===== src/rtl/stage_seq_pkg.sv =====
// Shared constants for the stage sequencer: legacy stage names, default stage
// count and the dwell-counter range.
package stage_seq_pkg;

  localparam int STAGE_FETCH      = 0;
  localparam int STAGE_DECODE     = 1;
  localparam int STAGE_READ       = 2;
  localparam int STAGE_EXECUTE    = 3;
  localparam int STAGE_MEMORY     = 4;
  localparam int STAGE_WRITE_BACK = 5;

  localparam int DEFAULT_NUM_STAGES = 6;
  localparam int MAX_DWELL          = 15;
  localparam int DWELL_W            = 4;   // holds 0..MAX_DWELL

endpackage


===== src/rtl/stage_sequencer_next_sel.sv =====
// stage_next_sel: combinational next-stage search.
// Returns the lowest enabled stage strictly above the current one. If there is
// none, it wraps to stage 0. A run of disabled stages is skipped in a single step.
//   cur_i  in  NUM_STAGES  one-hot current stage
//   en_i   in  NUM_STAGES  per-stage enable (bit 0 never matters: stage 0 is the wrap target)
//   nxt_o  out NUM_STAGES  one-hot next stage
module stage_next_sel import stage_seq_pkg::*; #(
  parameter int NUM_STAGES = DEFAULT_NUM_STAGES
) (
  input  logic [NUM_STAGES-1:0] cur_i,
  input  logic [NUM_STAGES-1:0] en_i,
  output logic [NUM_STAGES-1:0] nxt_o
);

  logic seen, found;

  always_comb begin
    nxt_o = '0;
    seen  = 1'b0;
    found = 1'b0;
    // Scan upward; only stages after the current one are candidates.
    for (int i = 0; i < NUM_STAGES; i++) begin
      if (seen && en_i[i] && !found) begin
        nxt_o[i] = 1'b1;
        found    = 1'b1;
      end
      if (cur_i[i]) seen = 1'b1;
    end
    if (!found) nxt_o[0] = 1'b1;
  end

endmodule


===== src/rtl/stage_sequencer.sv =====
// stage_sequencer: parametrised one-hot stage sequencer for the multi-cycle core.
// Moves through NUM_STAGES stages and skips disabled stages. It enforces a
// minimum dwell of MIN_DWELL cycles per stage. It supports flush to stage 0 and a
// global hold, and it raises stage-entry and round-complete strobes.
// Optional perf counters are built in when STAGE_SEQ_PERF_EN is defined.
// Without that macro, round_count and stall_count are tied to zero.
//   clk, reset_n   clock, asynchronous active-low reset
//   stage_enabled  per-stage enable (bit 0 forced on)
//   stage_done     per-stage done (only the active stage's bit is looked at)
//   hold / flush   block advance / force return to stage 0 (flush wins)
//   stage_active   one-hot current stage;  stage_index  its binary index
//   stage_enter    first cycle of a residency; round_done  advance into stage 0
//   round_count, stall_count  perf counters
module stage_sequencer import stage_seq_pkg::*; #(
  parameter  int NUM_STAGES = DEFAULT_NUM_STAGES,
  parameter  int MIN_DWELL  = 1,
  localparam int IDX_W      = $clog2(NUM_STAGES)
) (
  input  logic                  clk,
  input  logic                  reset_n,
  input  logic [NUM_STAGES-1:0] stage_enabled,
  input  logic [NUM_STAGES-1:0] stage_done,
  input  logic                  hold,
  input  logic                  flush,
  output logic [NUM_STAGES-1:0] stage_active,
  output logic [IDX_W-1:0]      stage_index,
  output logic                  stage_enter,
  output logic                  round_done,
  output logic [31:0]           round_count,
  output logic [31:0]           stall_count
);

  localparam logic [DWELL_W-1:0] MIN_DW = DWELL_W'(MIN_DWELL);

  logic [NUM_STAGES-1:0] stage_active_q, stage_active_d;
  logic [IDX_W-1:0]      stage_index_q, stage_index_d;
  logic [DWELL_W-1:0]    dwell_q;
  logic                  stage_enter_q, round_done_q;
  logic                  cur_done, advance;

  stage_next_sel #(.NUM_STAGES(NUM_STAGES)) u_next_sel (
    .cur_i (stage_active_q),
    .en_i  (stage_enabled),
    .nxt_o (stage_active_d)
  );

  assign cur_done = |(stage_done & stage_active_q);
  assign advance  = cur_done && (dwell_q == MIN_DW) && !hold;

  always_comb begin
    stage_index_d = '0;
    for (int i = 0; i < NUM_STAGES; i++)
      if (stage_active_d[i]) stage_index_d = IDX_W'(i);
  end

  always_ff @(posedge clk or negedge reset_n) begin
    if (!reset_n) begin
      stage_active_q <= NUM_STAGES'(1);
      stage_index_q  <= '0;
      dwell_q        <= '0;
      stage_enter_q  <= 1'b1;
      round_done_q   <= 1'b0;
    end else begin
      stage_enter_q <= 1'b0;
      round_done_q  <= 1'b0;
      if (flush) begin
        // A flush re-enters stage 0 even if the sequencer is already there.
        stage_active_q <= NUM_STAGES'(1);
        stage_index_q  <= '0;
        dwell_q        <= '0;
        stage_enter_q  <= 1'b1;
      end else if (advance) begin
        stage_active_q <= stage_active_d;
        stage_index_q  <= stage_index_d;
        dwell_q        <= '0;
        stage_enter_q  <= 1'b1;
        round_done_q   <= stage_active_d[0];
      end else if (dwell_q != MIN_DW) begin
        // Hold does not stop the dwell counter; it saturates at MIN_DWELL.
        dwell_q <= dwell_q + 1'b1;
      end
    end
  end

  assign stage_active = stage_active_q;
  assign stage_index  = stage_index_q;
  assign stage_enter  = stage_enter_q;
  assign round_done   = round_done_q;

`ifdef STAGE_SEQ_PERF_EN
  logic [31:0] round_cnt_q, stall_cnt_q;

  // round_count moves in the same cycle that round_done rises.
  always_ff @(posedge clk or negedge reset_n) begin
    if (!reset_n) begin
      round_cnt_q <= '0;
      stall_cnt_q <= '0;
    end else begin
      if (!flush && advance && stage_active_d[0]) round_cnt_q <= round_cnt_q + 32'd1;
      if (!cur_done && !flush)                    stall_cnt_q <= stall_cnt_q + 32'd1;
    end
  end

  assign round_count = round_cnt_q;
  assign stall_count = stall_cnt_q;
`else
  assign round_count = 32'd0;
  assign stall_count = 32'd0;
`endif

endmodule


===== config.mk =====
export PLATFORM = sky130hd
export DESIGN_NAME = stage_sequencer
export DESIGN_NICKNAME = d
export VERILOG_FILES = /design/src/rtl/stage_seq_pkg.sv /design/src/rtl/stage_sequencer_next_sel.sv /design/src/rtl/stage_sequencer.sv
export SDC_FILE = /design/constraint.sdc
export NUM_CORES = 1
export LEC_CHECK = 0
export CAP_MARGIN = 20
export CORE_MARGIN = 2
export CORE_UTILIZATION = 40
export CTS_CLUSTER_DIAMETER = 40
export DETAILED_ROUTE_END_ITERATION = 16
export PLACE_DENSITY_LB_ADDON = 0.1
export SYNTH_ARGS = -nofsm -noshare
export SYNTH_HDL_FRONTEND = slang
export SYNTH_HIERARCHICAL = 1
export SYNTH_SLANG_ARGS = --single-unit

===== constraint.sdc =====
create_clock -name clk -period 4 [get_ports clk]
set_input_delay 0.4 -clock clk [delete_from_list [all_inputs] [get_ports clk]]
set_output_delay 0.4 -clock clk [all_outputs]
set_load 0.05 [all_outputs]

==> out/metrics.csv, run 1 <==
stage;metric;value;unit
grt;grt_max_degree;24;
worst_hold_path;hold_class;in2async;
clock_tree;clock_sinks;15;
sta;final-setup-viol-count;0;
final_layout;area_growth;5.11;%
placement;hpwl;1.91;mm
placement;post_dp_cell_area;1470;µm²
clock_tree;clk_latency;0.28;ns
sta;slew_viol_final;0;
critical_path;worst-path-buf-inv;1;
power_and_ir_drop;ir_drop;0.109;mV
critical_path;start_kind;flip-flop;
routing;avgRoutedWirePerCell;10.7;µm
floorplan;initial_core_util;42.2;%
synth;post-synth-top-area-cell;buf_4;
sta;layout_min_cycle_time;2.17;ns
synth;synth_cell_types;38;
routing;wirelength;2.43;mm
critical_path;cp_slowest_cell;clkdlybuf4s50_1;
final_layout;num-fill-cells;372;
clock_tree;cts_root_buf;clkbuf_4;
critical_path;arrival;1.77;ns
critical_path;critPathTopFamily;buffers and inverters;
final_layout;layout-drive-gt1-share;6.67;%
clock_tree;htreeDepth;1;
power_and_ir_drop;pwr_density_cell;400;nW/µm²
floorplan;die_w;63.6;µm
final_layout;finish.instance_area;1490;µm²
synth;ys_seq_area_share;26.6;%
final_layout;seq_area;378;µm²
final_layout;final_util;44.4;%
sta;tightest_slew;0.739;ns
grt;grt_pass1_wl;3.93;mm
synth;synth_top_area_share;33.8;%
sta;skew;0.00314;ns
synth;avgSynthCellArea;9.16;µm²
routing;antenna_left;0;
clock_tree;cts.reportedPaths.clkPinSlew;0.10;ns
sta;max_freq;461;MHz
grt;antenna_found_initial;0;
synth;syn-cell-area;1420;µm²
clock_tree;cts_buffer_depth;2;
sta;rsz0062_at_grt;false;
sta;finalHoldViolCount;0;
synth;yosysWarningCount;6;
floorplan;io_pins;91;
critical_path;path_max_fanout;11;
critical_path;path_class;reg2out;
grt;grt_pass1_vias;813;
final_layout;final_common_cell;conb_1;
critical_path;endpoint_kind;output port;
routing;vias;905;
clock_tree;postCtsHoldBufs;0;
clock_tree;tritoncts;yes;
floorplan;die-area;4040;µm²
placement;gp_congestion;0.727;
grt;gr-total-overflow;0;
sta;period_share;54.2;%
routing;drc_errors;0;
final_layout;diodes;0;
clock_tree;numCtsBuffers;3;
synth;ys_ff_latch;15;
sta;fin_tns_setup;0;ns
power_and_ir_drop;p_leak;0.703;nW
synth;synth_area_leaders;buf_4 (34%), dfrtp_1 (23%), nand2b_1 (5.7%), mux2i_1 (5.6%), dfstp_2 (3.7%);
clock_tree;cts_resized;0;
synth;synthCells;155;
critical_path;cp_cell_sequence;clkdlybuf4s50_1;
final_layout;fin_nets;199;
clock_tree;cts_setup_buffers;0;
job;cap_violations;0;
critical_path;cp_data_required_time;3.60;ns
critical_path;cpPeakStageDelay;0.84;ns
routing;drt_iter0_drc;24;
placement;numPortBuffers;25;
floorplan;core;3360;µm²
grt;grt_use_total;12.1;%
routing;drtPass1Iterations;4;
sta;slew-limit-headroom;50.3;%
run_status;status;completed;
final_layout;final_cell_mix;conb_1 (64), clkdlybuf4s50_1 (25), nand2b_1 (13), dfrtp_1 (13);
final_layout;multiInputGateArea;768;µm²
routing;viasPerCell;4.00;
floorplan;num_rows;21;
floorplan;die_y;63.6;µm
==> cells in the mapped netlist, drive strengths merged <==
cell,n
o31ai,2
mux2i,8
nor3,3
a311oi,1
o21bai,2
nor2b,3
ha,2
clkbuf,2
nor3b,1
inv,3
o311a,1
and2,1
a2bb2oi,1
o21ai,4
dfrtp,13
xor2,2
nor4b,1
or4,2
a21oi,1
buf,65
a22o,3
dfstp,2
o41ai,1
a2111oi,1
nand2,1
xnor2,1
o32ai,1
nor2,9
conb,1
a221o,1
or3b,1
o31a,1
nand2b,13
nand3,1
==> stage by stage <==
| step | std cells | hold slack [ns] | setup slack (ns) | power [W] |
|---|---|---|---|---|
| 3_5_place_dp | 222 | 0.556 | 1.72 | 0.000511 |
| 6_report | 226 | 0.536 | 1.83 | 0.000597 |
| 5_1_grt | 226 | 0.579 | 1.74 | 0.000630 |
| 3_3_place_gp | 222 | 0.554 | 1.75 | 0.000508 |
| 4_1_cts | 226 | 0.557 | 1.82 | 0.000601 |
| 2_1_floorplan | 218 | 0.104 | 1.92 | 0.000509 |
==> final timing paths <==
kind / slack [ns] / endpoint / startpoint / depth (start not counted)
setup / recovery: 1.83 / stage_active[0] / stage_active[0]$_DFFE_PN1P_ / 1
hold / removal: 0.54 / round_done$_DFF_PN0_ / reset_n / 1
setup reg to reg: 1.96 / stage_active[1]$_DFFE_PN0P_ / dwell_q[1]$_DFFE_PN0P_ / 5
hold reg to reg: 0.56 / stage_index[1]$_DFFE_PN0P_ / stage_index[1]$_DFFE_PN0P_ / 2
max in group asynchronous: 3.02 / stage_index[0]$_DFFE_PN0P_ / reset_n / 1
min in group clk: 0.56 / stage_index[1]$_DFFE_PN0P_ / stage_index[1]$_DFFE_PN0P_ / 2
==> state kept, by name, indices dropped and copies added (netlist names) <==
signal        count
dwell_q           4
round_done        1
stage_active      6
stage_enter       1
stage_index       3
==> per-layer routing <==
layer | track usage [%] | up-vias | share of wire (%)
li1 | - | 445 | -
met3 | 3.39 | 0 | 9.3
met5 | 0 | - | 0
met4 | 2.45 | 0 | 0
met1 | 16.9 | 413 | 45
met2 | 18.6 | 47 | 45
==> cell type report <==
| class | count | share of cell area [%] |
|---|---|---|
| clock buffer | 3 | 1.51 |
| clock inverter | 1 | 0.335 |
| inverter | 3 | 0.754 |
| multi-input combinational | 133 | 51.5 |
| sequential | 15 | 25.3 |
| tap | 46 | 3.86 |
| timing repair buffer | 25 | 16.8 |
==> kinds of logic (layout without fill, tap and decap cells) <==
| logic type | Yosys count | count (layout) | synth area share [%] |
|---|---|---|---|
| other cells | 1 | 64 | 0.264 |
| buf+inv | 70 | 32 | 35.9 |
| simple gates | 36 | 36 | 14.8 |
| mux | 8 | 8 | 5.64 |
| xor+xnor | 3 | 3 | 1.85 |
| compound gates | 20 | 20 | 13.1 |
| flops | 15 | 15 | 26.6 |
| fa+ha+maj | 2 | 2 | 1.76 |
==> where the power goes <==
part	switching (W)	total, W	leakage, nW	internal (W)
Sequential	0.0000209	0.000191	0.200	0.000170
Clock	0.0000527	0.0000898	0.0177	0.0000371
Combinational	0.000228	0.000316	0.485	0.0000876
Total	0.000302	0.000597	0.703	0.000295
Power figures use the tool's default switching activity.
==> run 2: changes to the inputs <==
Settings changed: CORE_UTILIZATION 40 to 37.
Clock period 4 ns to 2.25 ns, I/O delays scaled along.
==> out/metrics.csv, run 2 (synthesis results as in run 1) <==
stage;metric;value;unit;change
run_status;status;completed;;
floorplan;num_rows;22;;+4.8%
job;cap_violations;0;;unchanged
clock_tree;htreeDepth;1;;unchanged
grt;busiest_layer;met1;;
power_and_ir_drop;pwr-share-comb;50.3;%;-2.6 points
floorplan;die-area;4350;µm²;+7.6%
sta;finalHoldViolCount;0;;unchanged
clock_tree;cts_buffer_depth;2;;unchanged
critical_path;cp_slowest_cell;or4_4;;
sta;rsz0062_at_grt;false;;
sta;slew_viol_final;0;;unchanged
floorplan;core;3690;µm²;+9.7%
final_layout;final_cell_mix;conb_1 (64), clkdlybuf4s50_1 (25), nand2b_1 (13), dfrtp_1 (13);;
routing;viasPerCell;4.01;;+0.10%
critical_path;cpPeakStageDelay;0.58;ns;-0.26 ns
floorplan;io_pins;91;;unchanged
sta;max_freq;504;MHz;
sta;slew-limit-headroom;54.8;%;+4.5 points
critical_path;rr_worst_depth;5;;unchanged
final_layout;final_common_cell;conb_1;;
floorplan;initial_core_util;38.5;%;-3.7 points
critical_path;critPathTopFamily;simple AND/OR/NAND/NOR gates;;
power_and_ir_drop;ir_drop;0.438;mV;+300%
routing;vias;930;;+2.8%
final_layout;num-fill-cells;381;;+2.4%
routing;drt_iter0_drc;14;;-42%
grt;use_met3;3.58;%;+0.18 points
floorplan;die_w;66.0;µm;+3.7%
final_layout;multiInputGateArea;768;µm²;unchanged
floorplan;die_y;66.0;µm;+3.7%
clock_tree;clock_sinks;15;;unchanged
power_and_ir_drop;p_leak;0.730;nW;+3.9%
grt;grt_use_total;11.1;%;-0.94 points
placement;gp_congestion;0.749;;+3.0%
final_layout;fin_nets;203;;+2.0%
sta;skew;0.00163;ns;-0.00151 ns
clock_tree;cts_resized;0;;unchanged
placement;hpwl;1.88;mm;-2.0%
power_and_ir_drop;pwr-share-clk;19.8;%;+4.8 points
clock_tree;clk_latency;0.25;ns;-0.03 ns
clock_tree;cts_setup_buffers;0;;unchanged
routing;avgRoutedWirePerCell;10.6;µm;-1.5%
sta;fin_hold_ws;0.385;ns;-0.152 ns
sta;fin_tns_setup;0;ns;unchanged
critical_path;path_class;reg2reg;;
sta;layout_min_cycle_time;1.98;ns;
grt;grt_max_degree;23;;-4.2%
grt;grt_pass1_wl;3.70;mm;-6.0%
critical_path;regToRegSetupSlack;0.27;ns;-1.69 ns
final_layout;diodes;0;;unchanged
critical_path;worst-path-buf-inv;0;;-1
sta;tightest_slew;0.676;ns;-0.0631 ns
critical_path;cp_data_required_time;2.42;ns;-1.18 ns
clock_tree;cts_root_buf;clkbuf_8;;
final_layout;seq_area;378;µm²;unchanged
routing;antenna_left;0;;unchanged
grt;grt_util_met2;16.4;%;-2.1 points
critical_path;start_kind;flip-flop;;
clock_tree;postCtsHoldBufs;0;;unchanged
placement;numPortBuffers;25;;unchanged
routing;drc_errors;0;;unchanged
power_and_ir_drop;total_power;0.00114;W;+91%
critical_path;timing.rr.end;stage_index[1]$_DFFE_PN0P_;;
grt;grt_pass1_vias;790;;-2.8%
final_layout;largest_reg_flops;6;;unchanged
grt;gr-total-overflow;0;;unchanged
routing;drtPass1Iterations;4;;unchanged
power_and_ir_drop;p_sw;0.000549;W;+82%
power_and_ir_drop;pwr_density_cell;738;nW/µm²;+85%
clock_tree;cts.reportedPaths.clkPinSlew;0.07;ns;-0.03 ns
routing;wirelength;2.46;mm;+1.1%
power_and_ir_drop;netSwitchingFraction;48.1;%;-2.4 points
final_layout;area_growth;8.72;%;
critical_path;timing.rr.start;stage_active[1]$_DFFE_PN0P_;;
critical_path;path_max_fanout;9;;-2
clock_tree;tritoncts;yes;;
grt;grtUsageMet1;16.5;%;-0.34 points
grt;antenna_found_initial;0;;unchanged
power_and_ir_drop;power_frac_seq;29.9;%;-2.2 points
worst_hold_path;hold_class;in2async;;
critical_path;arrival;2.16;ns;+0.39 ns
power_and_ir_drop;p_int;0.000591;W;+100%
critical_path;endpoint_kind;flip-flop;;
clock_tree;numCtsBuffers;3;;unchanged
sta;period_share;88.1;%;
sta;final-setup-viol-count;0;;unchanged
final_layout;layout-drive-gt1-share;8.70;%;+2.0 points
critical_path;cp_cell_sequence;or4_4, o21ai_1, nor3_1, or4_1, mux2i_1;;
## run 2: worst max path at each step
| stage | start | endpoint | slack (ns) | depth (start not counted) |
|---|---|---|---|---|
| after global placement | stage_enabled[3] | stage_index[1]$_DFFE_PN0P_ | 0.26 | 6 |
| after CTS | stage_active[1]$_DFFE_PN0P_ | stage_index[1]$_DFFE_PN0P_ | 0.26 | 5 |
| after detailed placement | stage_enabled[3] | stage_index[1]$_DFFE_PN0P_ | 0.21 | 6 |
| after floorplan | stage_active[1]$_DFFE_PN0P_ | stage_index[1]$_DFFE_PN0P_ | 0.17 | 5 |
| final | stage_active[1]$_DFFE_PN0P_ | stage_index[1]$_DFFE_PN0P_ | 0.27 | 5 |
| after global routing | stage_active[1]$_DFFE_PN0P_ | stage_index[1]$_DFFE_PN0P_ | 0.15 | 5 |
## run 2: per-stage QoR
step                      util [%]  area [µm²]  setup WS, ns  cells
final                         41.9        1540         0.267    232
after global routing          41.9        1540         0.155    232
after CTS                     41.9        1540         0.260    232
after detailed placement      40.6        1500         0.213    228
after global placement        40.6        1500         0.264    228
after floorplan                  -        1660         0.167    218
## run 2: layout make-up
type,instances,area share [%]
repair buffers,29,18.2
inverters,3,0.729
well taps,48,3.89
clock inverters,1,0.324
flip-flops and latches,15,24.5
multi-input cells,133,49.8
clock buffers,3,2.67
## run 2: routing by layer
metal	up-vias	share of wire, %
li1	453	-
met1	429	46
met2	48	46
met3	0	7.3
met4	0	0
met5	-	0
## run 2: power by group through the flow
stage          combinational (W)  clock (W)  sequential, W
2_1_floorplan           0.000522          0       0.000383
6_report                0.000573   0.000226       0.000341
3_3_place_gp            0.000567          0       0.000346
4_1_cts                 0.000574   0.000234       0.000342
5_1_grt                 0.000611   0.000245       0.000350
3_5_place_dp            0.000573          0       0.000347
## run 2: worst register-to-register path: stages, from the launching register on
cell and delay (ns):
dfrtp_1 0.47, or4_4 0.58, o21ai_1 0.13, nor3_1 0.09, or4_1 0.50, mux2i_1 0.14
